--- src/rtl/hex_scroll_marquee_if.sv ---
// Control, message-write and display signals of the scrolling marquee.
// The master modport drives controls and writes; the slave modport is the marquee itself.
interface hex_scroll_marquee_if #(
  parameter int NUM_DIGITS = 4,
  parameter int MSG_LEN    = 8
);
  localparam int POS_W = (MSG_LEN > 1) ? $clog2(MSG_LEN) : 1;

  logic                    run;
  logic                    dir;
  logic                    step;
  logic                    wr_en;
  logic [4:0]              wr_addr;
  logic [4:0]              wr_data;
  logic [NUM_DIGITS*7-1:0] hex;
  logic [POS_W-1:0]        pos;
  logic                    wrap;

  modport master (
    output run, dir, step, wr_en, wr_addr, wr_data,
    input  hex, pos, wrap
  );

  modport slave (
    input  run, dir, step, wr_en, wr_addr, wr_data,
    output hex, pos, wrap
  );
endinterface

--- src/rtl/hex_scroll_marquee.sv ---
// Scrolling-message driver for a bank of active-low seven-segment digits.
// A writable glyph message is windowed by pos, which steps on a prescaled tick or a manual pulse.
module hex_scroll_marquee #(
  parameter int NUM_DIGITS = 4,
  parameter int MSG_LEN    = 8,
  parameter int TICK_DIV   = 50000000
) (
  input logic                 clk,
  input logic                 rst,
  hex_scroll_marquee_if.slave bus
);

  localparam int               POS_W       = (MSG_LEN > 1) ? $clog2(MSG_LEN) : 1;
  localparam int               CNT_W       = $clog2(TICK_DIV);
  localparam logic [POS_W-1:0] POS_MAX     = POS_W'(MSG_LEN - 1);
  localparam logic [CNT_W-1:0] CNT_MAX     = CNT_W'(TICK_DIV - 1);
  localparam logic [4:0]       GLYPH_BLANK = 5'h10;

  // Segment order {g,f,e,d,c,b,a}, active low.
  function automatic logic [6:0] glyph_to_seg(input logic [4:0] glyph);
    logic [6:0] seg;
    case (glyph)
      5'h00:   seg = 7'b1000000;
      5'h01:   seg = 7'b1111001;
      5'h02:   seg = 7'b0100100;
      5'h03:   seg = 7'b0110000;
      5'h04:   seg = 7'b0011001;
      5'h05:   seg = 7'b0010010;
      5'h06:   seg = 7'b0000010;
      5'h07:   seg = 7'b1111000;
      5'h08:   seg = 7'b0000000;
      5'h09:   seg = 7'b0010000;
      5'h0A:   seg = 7'b0001000;
      5'h0B:   seg = 7'b0000011;
      5'h0C:   seg = 7'b1000110;
      5'h0D:   seg = 7'b0100001;
      5'h0E:   seg = 7'b0000110;
      5'h0F:   seg = 7'b0001110;
      5'h11:   seg = 7'b0111111;
      5'h12:   seg = 7'b0101111;
      5'h13:   seg = 7'b0101011;
      5'h14:   seg = 7'b0100011;
      5'h15:   seg = 7'b0001100;
      5'h16:   seg = 7'b1000111;
      5'h17:   seg = 7'b0001001;
      default: seg = 7'b1111111;
    endcase
    return seg;
  endfunction

  logic [CNT_W-1:0]        cnt_q, cnt_d;
  logic [POS_W-1:0]        pos_q, pos_d;
  logic                    wrap_q, wrap_d;
  logic [4:0]              msg_q [MSG_LEN];
  logic [4:0]              msg_d [MSG_LEN];
  logic [NUM_DIGITS*7-1:0] hex_q, hex_d;
  logic                    tick;
  logic                    adv;
  logic [5:0]              win_idx   [NUM_DIGITS];
  logic [4:0]              win_glyph [NUM_DIGITS];

  // Prescaler is parked at zero while paused so a resume waits a full period.
  always_comb begin
    tick   = bus.run && (cnt_q == CNT_MAX);
    adv    = bus.run ? tick : bus.step;
    cnt_d  = (bus.run && !tick) ? cnt_q + 1'b1 : '0;
    pos_d  = pos_q;
    wrap_d = 1'b0;
    if (adv) begin
      if (bus.dir) begin
        if (pos_q == '0) begin
          pos_d  = POS_MAX;
          wrap_d = 1'b1;
        end else begin
          pos_d  = pos_q - 1'b1;
        end
      end else begin
        if (pos_q == POS_MAX) begin
          pos_d  = '0;
          wrap_d = 1'b1;
        end else begin
          pos_d  = pos_q + 1'b1;
        end
      end
    end
  end

  // Out-of-range addresses match no entry, so those writes fall away.
  always_comb begin
    msg_d = msg_q;
    for (int i = 0; i < MSG_LEN; i++) begin
      if (bus.wr_en && (bus.wr_addr == 5'(i))) msg_d[i] = bus.wr_data;
    end
  end

  // Digit k shows msg[(pos + NUM_DIGITS-1-k) mod MSG_LEN]; the sum is below 2*MSG_LEN.
  always_comb begin
    hex_d = '1;
    for (int k = 0; k < NUM_DIGITS; k++) begin
      win_idx[k] = 6'(pos_q) + 6'(NUM_DIGITS - 1 - k);
      if (win_idx[k] >= 6'(MSG_LEN)) win_idx[k] = win_idx[k] - 6'(MSG_LEN);
      win_glyph[k] = GLYPH_BLANK;
      for (int i = 0; i < MSG_LEN; i++) begin
        if (win_idx[k] == 6'(i)) win_glyph[k] = msg_q[i];
      end
      hex_d[7*k +: 7] = glyph_to_seg(win_glyph[k]);
    end
  end

  always_ff @(posedge clk) begin
    if (rst) begin
      cnt_q  <= '0;
      pos_q  <= '0;
      wrap_q <= 1'b0;
      hex_q  <= '1;
      for (int i = 0; i < MSG_LEN; i++) msg_q[i] <= GLYPH_BLANK;
    end else begin
      cnt_q  <= cnt_d;
      pos_q  <= pos_d;
      wrap_q <= wrap_d;
      hex_q  <= hex_d;
      msg_q  <= msg_d;
    end
  end

  assign bus.hex  = hex_q;
  assign bus.pos  = pos_q;
  assign bus.wrap = wrap_q;

endmodule

--- src/flat_wrapper.sv ---
// flat-port wrapper written by rule: the top's interface ports become plain ports
module hex_scroll_marquee_flat 
#(
  parameter int NUM_DIGITS = 4,
  parameter int MSG_LEN    = 8,
  parameter int TICK_DIV   = 50000000
)
  (clk, rst, bus_run, bus_dir, bus_step, bus_wr_en, bus_wr_addr, bus_wr_data, bus_hex, bus_pos, bus_wrap);
  hex_scroll_marquee_if #(.NUM_DIGITS(NUM_DIGITS), .MSG_LEN(MSG_LEN)) bus_i ();
  input logic clk;
  input logic rst;
  input wire logic [$bits(bus_i.run)-1:0] bus_run;
  input wire logic [$bits(bus_i.dir)-1:0] bus_dir;
  input wire logic [$bits(bus_i.step)-1:0] bus_step;
  input wire logic [$bits(bus_i.wr_en)-1:0] bus_wr_en;
  input wire logic [$bits(bus_i.wr_addr)-1:0] bus_wr_addr;
  input wire logic [$bits(bus_i.wr_data)-1:0] bus_wr_data;
  output wire logic [$bits(bus_i.hex)-1:0] bus_hex;
  output wire logic [$bits(bus_i.pos)-1:0] bus_pos;
  output wire logic [$bits(bus_i.wrap)-1:0] bus_wrap;
  assign bus_i.run = bus_run;
  assign bus_i.dir = bus_dir;
  assign bus_i.step = bus_step;
  assign bus_i.wr_en = bus_wr_en;
  assign bus_i.wr_addr = bus_wr_addr;
  assign bus_i.wr_data = bus_wr_data;
  assign bus_hex = bus_i.hex;
  assign bus_pos = bus_i.pos;
  assign bus_wrap = bus_i.wrap;
  hex_scroll_marquee #(.NUM_DIGITS(NUM_DIGITS), .MSG_LEN(MSG_LEN), .TICK_DIV(TICK_DIV)) u_core (.clk(clk), .rst(rst), .bus(bus_i));
endmodule
--- config.mk ---
export PLATFORM = sky130hd
export DESIGN_NAME = hex_scroll_marquee_flat
export DESIGN_NICKNAME = d
export VERILOG_FILES = /design/src/rtl/hex_scroll_marquee_if.sv /design/src/rtl/hex_scroll_marquee.sv /design/src/flat_wrapper.sv
export SDC_FILE = /design/constraint.sdc
export NUM_CORES = 1
export LEC_CHECK = 0
export CAP_MARGIN = 20
export CELL_PAD_IN_SITES_DETAIL_PLACEMENT = 2
export CELL_PAD_IN_SITES_GLOBAL_PLACEMENT = 2
export CORE_MARGIN = 5
export CORE_UTILIZATION = 39
export DETAILED_ROUTE_END_ITERATION = 7
export GPL_TIMING_DRIVEN = 0
export PLACE_DENSITY = 0.95
export SYNTH_ARGS = -nofsm -noshare
export SYNTH_HDL_FRONTEND = slang
export SYNTH_SLANG_ARGS = --single-unit
--- constraint.sdc ---
create_clock -name clk -period 8.3 [get_ports clk]
set_clock_uncertainty 0.2 [all_clocks]
set_input_delay 1.66 -clock clk [delete_from_list [all_inputs] [get_ports clk]]
set_output_delay 1.66 -clock clk [all_outputs]
set_load 0.05 [all_outputs]
==> out/qor.txt, run 1 <==
=========================================================================================
Class of the most critical hold timing path                                  register to register
CP arrival                                                                        4480 ps
Power Dens Cells                                                             183.3 nW/um2
Warnings from Yosys                                                                     0
Clk sink count                                                                         98
Final Routed Wirelength                                                          29.08 mm
Instance area after placement                                                    7635 um2
Largest stage delay on the critical path                                           780 ps
Leading register cell type out of synthesis                                       dfxtp_1
Setup repair bufs after CTS                                                             0
Max-slew violations                                                                     0
Proportion of register bits with asynchronous set or reset after synthesis             0%
TritonCTS clock tree                                                                built
CTS root buffer                                                                 clkbuf_16
Floorplan die area                                                              20510 um2
Synth top area share                                                               28.34%
Critical Path End Type                                                           register
MaxCap Viol Count                                                                       0
Maximum level of the CTS H-tree                                                         3
Vias in the first global route                                                       8008
DRC Markers                                                                             0
Post-layout minimum cycle time                                                    4436 ps
Core Footprint                                                                  17360 um2
Mean instance size in the synthesized netlist                                   7.994 um2
Period utilization                                                                 53.45%
Gate family responsible for the most delay along the worst path              compound AO/OA/AOI/OAI gates
Number of flops mapped to enable cells by yosys                                         0
Synthesis-stage register bit count                                                     98
Pleak                                                                            3.023 nW
# setup viols final                                                                     0
Worst-path clk slew                                                                 80 ps
Global-route wire length before repair                                           46.04 mm
Num ports                                                                              48
Final hold viol count                                                                   0
Antenna-violating nets left                                                             0
Largest cells by area after synthesis                                        dfxtp_1 28%, ha_1 7.6%, mux2i_1 6.8%
Worst-case clock buffer depth                                                           2
Largest vdd supply drop                                                          105.5 uV
Critical path cell sequence                                                  buf_2 -> clkinv_1 -> ha_1 -> nand2b_1 -> a221oi_1 -> a311o_1 -> a22oi_1 -> inv_1 -> ha_1 -> a2111oi_0 -> o21bai_1
Cell type of the slowest stage on the worst timing path                           a22oi_1
Initial antenna violation count                                                         0
HPWL after detailed placement                                                    20.41 mm
Number of instances resized during post-cts repair                                      0
Cell area after technology mapping                                               6923 um2
Bufs and invs on worst path                                                             3
Die Span Y                                                                       143.2 um
Syn-to-layout area delta                                                           14.30%
Input/output buffers                                                                   43
Final-stage net count                                                                 978
Final instance area                                                              7913 um2
DR pass1 iterations                                                                     5
Synth cell count leaders                                                     112 x nor2_1, 98 x dfxtp_1, 84 x nand2_1
WL/cell                                                                          25.31 um
Cell type with the highest occurrence count on the critical path                     ha_1
DR vias/cell                                                                        6.319
Number of placement rows                                                               48
Clock latency on the worst-skew pair                                               360 ps
Area taken by flip-flops and latches                                             1962 um2
Inserted Diodes                                                                         0
Die width                                                                        143.2 um
Highest attainable clock frequency                                              225.4 MHz
Cts hold-fix bufs                                                                       0
Number of DRC markers after the initial detailed-route iteration                      504
Overall global routing resource usage                                              28.70%
Startpoint-to-endpoint class of the critical path                            register to register
Kind of launch point of the worst setup path                                     register
Starting Density                                                                   39.89%
Worst slew slack as a fraction of its limit                                        30.27%
Vias                                                                                 7260
Net count after synthesis                                                             924
Total congestion overflow after global routing                                          0
Filler cell count                                                                    1945
Required time reported for the critical path endpoint                             8340 ps
Number of unique standard cell types used by synthesis                                 83
Worst Max-Slew Pin Slew                                                           1042 ps
Portion of the post-synthesis area used by sequential elements                     28.34%
Peak fanout along the critical path                                                     8
Outcome                                                                      complete, no violations
Multi-input gate area                                                            4524 um2
Setup tns final                                                                      0 ps
Number of clock buffers inserted by TritonCTS                                           9
Post-synth top area cell                                                          dfxtp_1
Largest net degree at the start of global routing                                      17
Weighted congestion at the end of routability-driven global placement              0.9036
Fraction of final layout cells with drive strength greater than 1                  7.576%
Most frequently used cell type in the post-synthesis netlist                       nor2_1
Setup repair after global routing missed its margin                                    no
Post-synthesis cell count                                                             866
=========================================================================================
==> per-stage QoR <==
stage	utilization [%]	setup slack [ps]	hold WS (ps)	power, mW	cells
2_1_floorplan	-	4703	229.8	0.8624	866
3_3_place_gp	43.99	4103	245.6	1.001	1134
3_5_place_dp	43.99	3980	268.3	1.024	1134
4_1_cts	45.59	3929	319.2	1.448	1149
5_1_grt	45.59	3554	355.0	1.512	1149
6_report	45.59	3864	321.5	1.451	1149
==> worst min-delay path, cell delays in order, from the launching register on <==
cell     delay (ps)
dfxtp_1         330
o21ai_0          80
a21oi_1          60
==> area by class of cell <==
class,instances,share of cell area [%]
Sequential cell,98,24.79
Clock inverter,5,0.4902
Tap cell,225,3.558
Inverter,37,1.755
Clock buffer,10,3.020
Timing Repair Buffer,43,5.440
Multi-Input combinational cell,674,57.18
Buffer,57,3.763
==> placed cells by master, fill, tap and decap left out, drive strengths merged, types with 5 or more instances in the layout <==
cell type | synthesis | routed
a211oi | 14 | 14
o21ai | 35 | 35
nor3 | 9 | 9
a2111oi | 6 | 6
o211ai | 5 | 5
a221o | 6 | 6
nand3b | 14 | 14
nor3b | 5 | 5
xor2 | 12 | 12
nor2b | 17 | 17
buf | 32 | 32
and3 | 9 | 9
mux2i | 47 | 47
ha | 42 | 42
inv | 36 | 38
clkbuf | 25 | 35
and2 | 12 | 12
a211o | 9 | 9
o31a | 6 | 6
nand4 | 5 | 5
a21oi | 51 | 51
or3 | 10 | 10
dfxtp | 98 | 98
and4 | 5 | 5
xnor2 | 12 | 12
clkdlybuf4s50 | 0 | 43
nand2 | 84 | 84
nor2 | 114 | 114
nand2b | 12 | 12
nand3 | 24 | 24
a22oi | 6 | 6
a221oi | 8 | 8
a31oi | 18 | 18
o31ai | 8 | 8
==> sequential cells by signal (all words and copies together) (netlist names) <==
signal / count
u_core.cnt_q: 26
u_core.bus.hex: 28
u_core.msg_q: 40
u_core.bus.wrap: 1
u_core.bus.pos: 3
==> layer usage <==
layer | vias to the layer above | track usage [%] | part of all wire, %
met5 | - | 0 | 0
met4 | 0 | 14.97 | 5.3
met3 | 131 | 5.693 | 6.1
met2 | 302 | 49.11 | 48
met1 | 3608 | 33.98 | 41
li1 | 3219 | - | -
==> report_power, final <==
group	internal [mW]	total, mW	leakage, nW	switching [mW]
Combinational	0.172	0.522	2.09	0.350
Sequential	0.496	0.508	0.797	0.0120
Clock	0.213	0.420	0.135	0.208
==> kinds of logic after synthesis <==
family | share of synthesized area (%)
xor+xnor | 3.036
mux | 7.771
buf+inv | 6.307
fa+ha+maj | 7.591
flops | 28.34
simple gates | 23.51
compound gates | 23.44
==> path summary, 6_finish.rpt <==
check                    start                  to  slack, ps  cells past startpoint
max          u_core.bus.pos[2]  u_core.bus.hex[16]       3860                     11
min           u_core.cnt_q[22]    u_core.cnt_q[22]        320                      2
max reg2reg  u_core.bus.pos[2]  u_core.bus.hex[16]       3860                     11
min reg2reg   u_core.cnt_q[22]    u_core.cnt_q[22]        320                      2
No activity file was read; power rests on OpenSTA's default activity.
==> run 2: changes to the inputs <==
--- a/config.mk
+++ b/config.mk
@@ -9,10 +9,10 @@
 export CELL_PAD_IN_SITES_DETAIL_PLACEMENT = 2
 export CELL_PAD_IN_SITES_GLOBAL_PLACEMENT = 2
 export CORE_MARGIN = 5
-export CORE_UTILIZATION = 39
+export CORE_UTILIZATION = 33
 export DETAILED_ROUTE_END_ITERATION = 7
 export GPL_TIMING_DRIVEN = 0
-export PLACE_DENSITY = 0.95
+export PLACE_DENSITY = 0.9
 export SYNTH_ARGS = -nofsm -noshare
 export SYNTH_HDL_FRONTEND = slang
 export SYNTH_SLANG_ARGS = --single-unit
==> constraint.sdc (replaced) <==
create_clock -name clk -period 3.7 [get_ports clk]
set_clock_uncertainty 0.2 [all_clocks]
set_input_delay 0.74 -clock clk [delete_from_list [all_inputs] [get_ports clk]]
set_output_delay 0.74 -clock clk [all_outputs]
set_load 0.05 [all_outputs]
==> out/qor.txt, run 2 (synthesis gave the netlist of run 1 again) <==
=====================================================================================
Most frequent standard cell in the layout excluding fill and tap cells         nor2_1
Fraction of final layout cells with drive strength greater than 1              10.75%   +3.2 points
Largest net degree at the start of global routing                                  17   unchanged
Post-layout minimum cycle time                                                3554 ps   -882.0 ps
Input/output buffers                                                               43   unchanged
Number of DRC markers after the initial detailed-route iteration                  445   -12%
Max-slew violations                                                                 0   unchanged
Inserted Diodes                                                                     0   unchanged
Clock latency on the worst-skew pair                                           370 ps   about the same
WL/cell                                                                      22.39 um   -12%
Number of clock buffers inserted by TritonCTS                                       9   unchanged
Final WS setup                                                               145.7 ps   -3718 ps
Largest vdd supply drop                                                      223.4 uV   +110%
Bufs and invs on worst path                                                         5   +2
Number of flip-flops in the largest register                                       40   unchanged
DRC Markers                                                                         0   unchanged
HPWL after detailed placement                                                19.49 mm   -4.5%
Syn-to-layout area delta                                                       18.29%
Total congestion overflow after global routing                                      0   unchanged
Fraction of the core area covered by cells at the end of the flow              39.33%   -6.3 points
Worst Max-Slew Pin Slew                                                      890.1 ps   -152.4 ps
Commonest cells after routing, fill and taps aside                       112 x nor2_1, 97 x dfxtp_1, 84 x nand2_1
MaxCap Viol Count                                                                   0   unchanged
# setup viols final                                                                 0   unchanged
Maximum level of the CTS H-tree                                                     3   unchanged
Hold_ws                                                                      286.0 ps   -35.49 ps
Final cell count without fillers                                                 1205   +4.9%
Worst-path clk slew                                                             80 ps   about the same
Vias in the first global route                                                   7568   -5.5%
Core Footprint                                                              20820 um2   +20%
Die width                                                                    154.8 um   +8.1%
Pleak                                                                        3.095 nW   +2.4%
Startpoint-to-endpoint class of the critical path                        register to register
Cell type of the slowest stage on the worst timing path                       dfxtp_2
Worst slew slack as a fraction of its limit                                    38.96%   +8.7 points
Largest Register                                                         u_core.msg_q
Final-stage net count                                                             983   +0.51%
Final Routed Wirelength                                                      26.98 mm   -7.2%
Weighted congestion at the end of routability-driven global placement          0.9212   +1.9%
Outcome                                                                  complete, no violations
DR pass1 iterations                                                                 4   -1
Gate family responsible for the most delay along the worst path          compound AO/OA/AOI/OAI gates
Cell count after placement                                                       1184   +4.4%
Cts hold-fix bufs                                                                   0   unchanged
Antenna-violating nets left                                                         0   unchanged
Power Dens Cells                                                         416.1 nW/um2   +130%
DR vias/cell                                                                    5.873   -7.1%
Vias                                                                             7077   -2.5%
Kind of launch point of the worst setup path                                 register
Initial antenna violation count                                                     0   unchanged
Cell type with the highest occurrence count on the critical path              o21ai_0
Period utilization                                                             96.06%   +43 points
Num ports                                                                          48   unchanged
Peak fanout along the critical path                                                10   +2
Floorplan die area                                                          23980 um2   +17%
Largest stage delay on the critical path                                       380 ps   -400 ps
TritonCTS clock tree                                                            built
Global-route wire length before repair                                       42.27 mm   -8.2%
Required time reported for the critical path endpoint                         3790 ps   -4550 ps
Starting Density                                                               33.25%   -6.6 points
Die Span Y                                                                   154.8 um   +8.1%
CP arrival                                                                    3650 ps   -830 ps
Critical Path End Type                                                       register
Final hold viol count                                                               0   unchanged
DP Worst Slack                                                              -640.4 ps   -4620 ps
Critical path cell sequence                                              inv_1 -> ha_2 -> buf_4 -> buf_4 -> clkbuf_4 -> nand2_1 -> o21ai_0 -> a221oi_1 -> a21oi_2 -> inv_1 -> ha_1 -> o21ai_0 -> o21ai_0 -> or3_1 -> a31oi_1
Worst-case clock buffer depth                                                       2   unchanged
Overall global routing resource usage                                          22.05%   -6.6 points
Highest attainable clock frequency                                          281.3 MHz   +25%
CTS root buffer                                                             clkbuf_16
Clk sink count                                                                     98   unchanged
Total design power                                                           3.408 mW   +130%
Number of placement rows                                                           53   +10%
Class of the most critical hold timing path                              register to register
=====================================================================================
run 2: per-layer routing:
| metal | wire length (um) | track usage, % |
|---|---|---|
| met5 | 0 | 0 |
| met4 | 855 | 8.915 |
| met2 | 13110 | 37.42 |
| met1 | 11600 | 27.27 |
| met3 | 1414 | 4.589 |
run 2: worst paths after layout:
path | startpoint | endpoint | slack (ps) | cells past startpoint
hold / removal | u_core.cnt_q[0] | u_core.cnt_q[0] | 290 | 1
setup / recovery | u_core.bus.pos[0] | u_core.bus.hex[12] | 150 | 15
setup reg to reg | u_core.bus.pos[0] | u_core.bus.hex[12] | 150 | 15
hold reg to reg | u_core.cnt_q[0] | u_core.cnt_q[0] | 290 | 1
run 2: layout make-up:
| cell class | count | area, um2 |
|---|---|---|
| well taps | 275 | 344.1 |
| fillers | 2367 | 12630 |
| plain buffers | 55 | 304.0 |
| flip-flops and latches | 98 | 1963 |
| inverters | 37 | 146.4 |
| clock buffers | 11 | 242.7 |
| clock inverters | 5 | 85.08 |
| multi-input cells | 674 | 4621 |
| repair buffers | 50 | 483.0 |
run 2: through the flow:
step | cell area (um2) | TNS, ps
floorplan | 6923 | 0
global placement | 7697 | -3736
detailed placement | 7697 | -5375
CTS | 8083 | 0
global route | 8189 | -23.62
finish | 8189 | 0
run 2: repair_timing:
| action | CTS | global route |
|---|---|---|
| setup endpoints to repair | 24 | 23 |
| buffers inserted | 3 | 4 |
| pin swaps | 1 | 1 |
| gates resized for setup | 11 | 22 |
run 2: power by group:
group	internal, mW	switching (mW)	total, mW
clock	0.617	0.472	1.09
sequential	1.11	0.0267	1.14
combinational	0.411	0.769	1.18
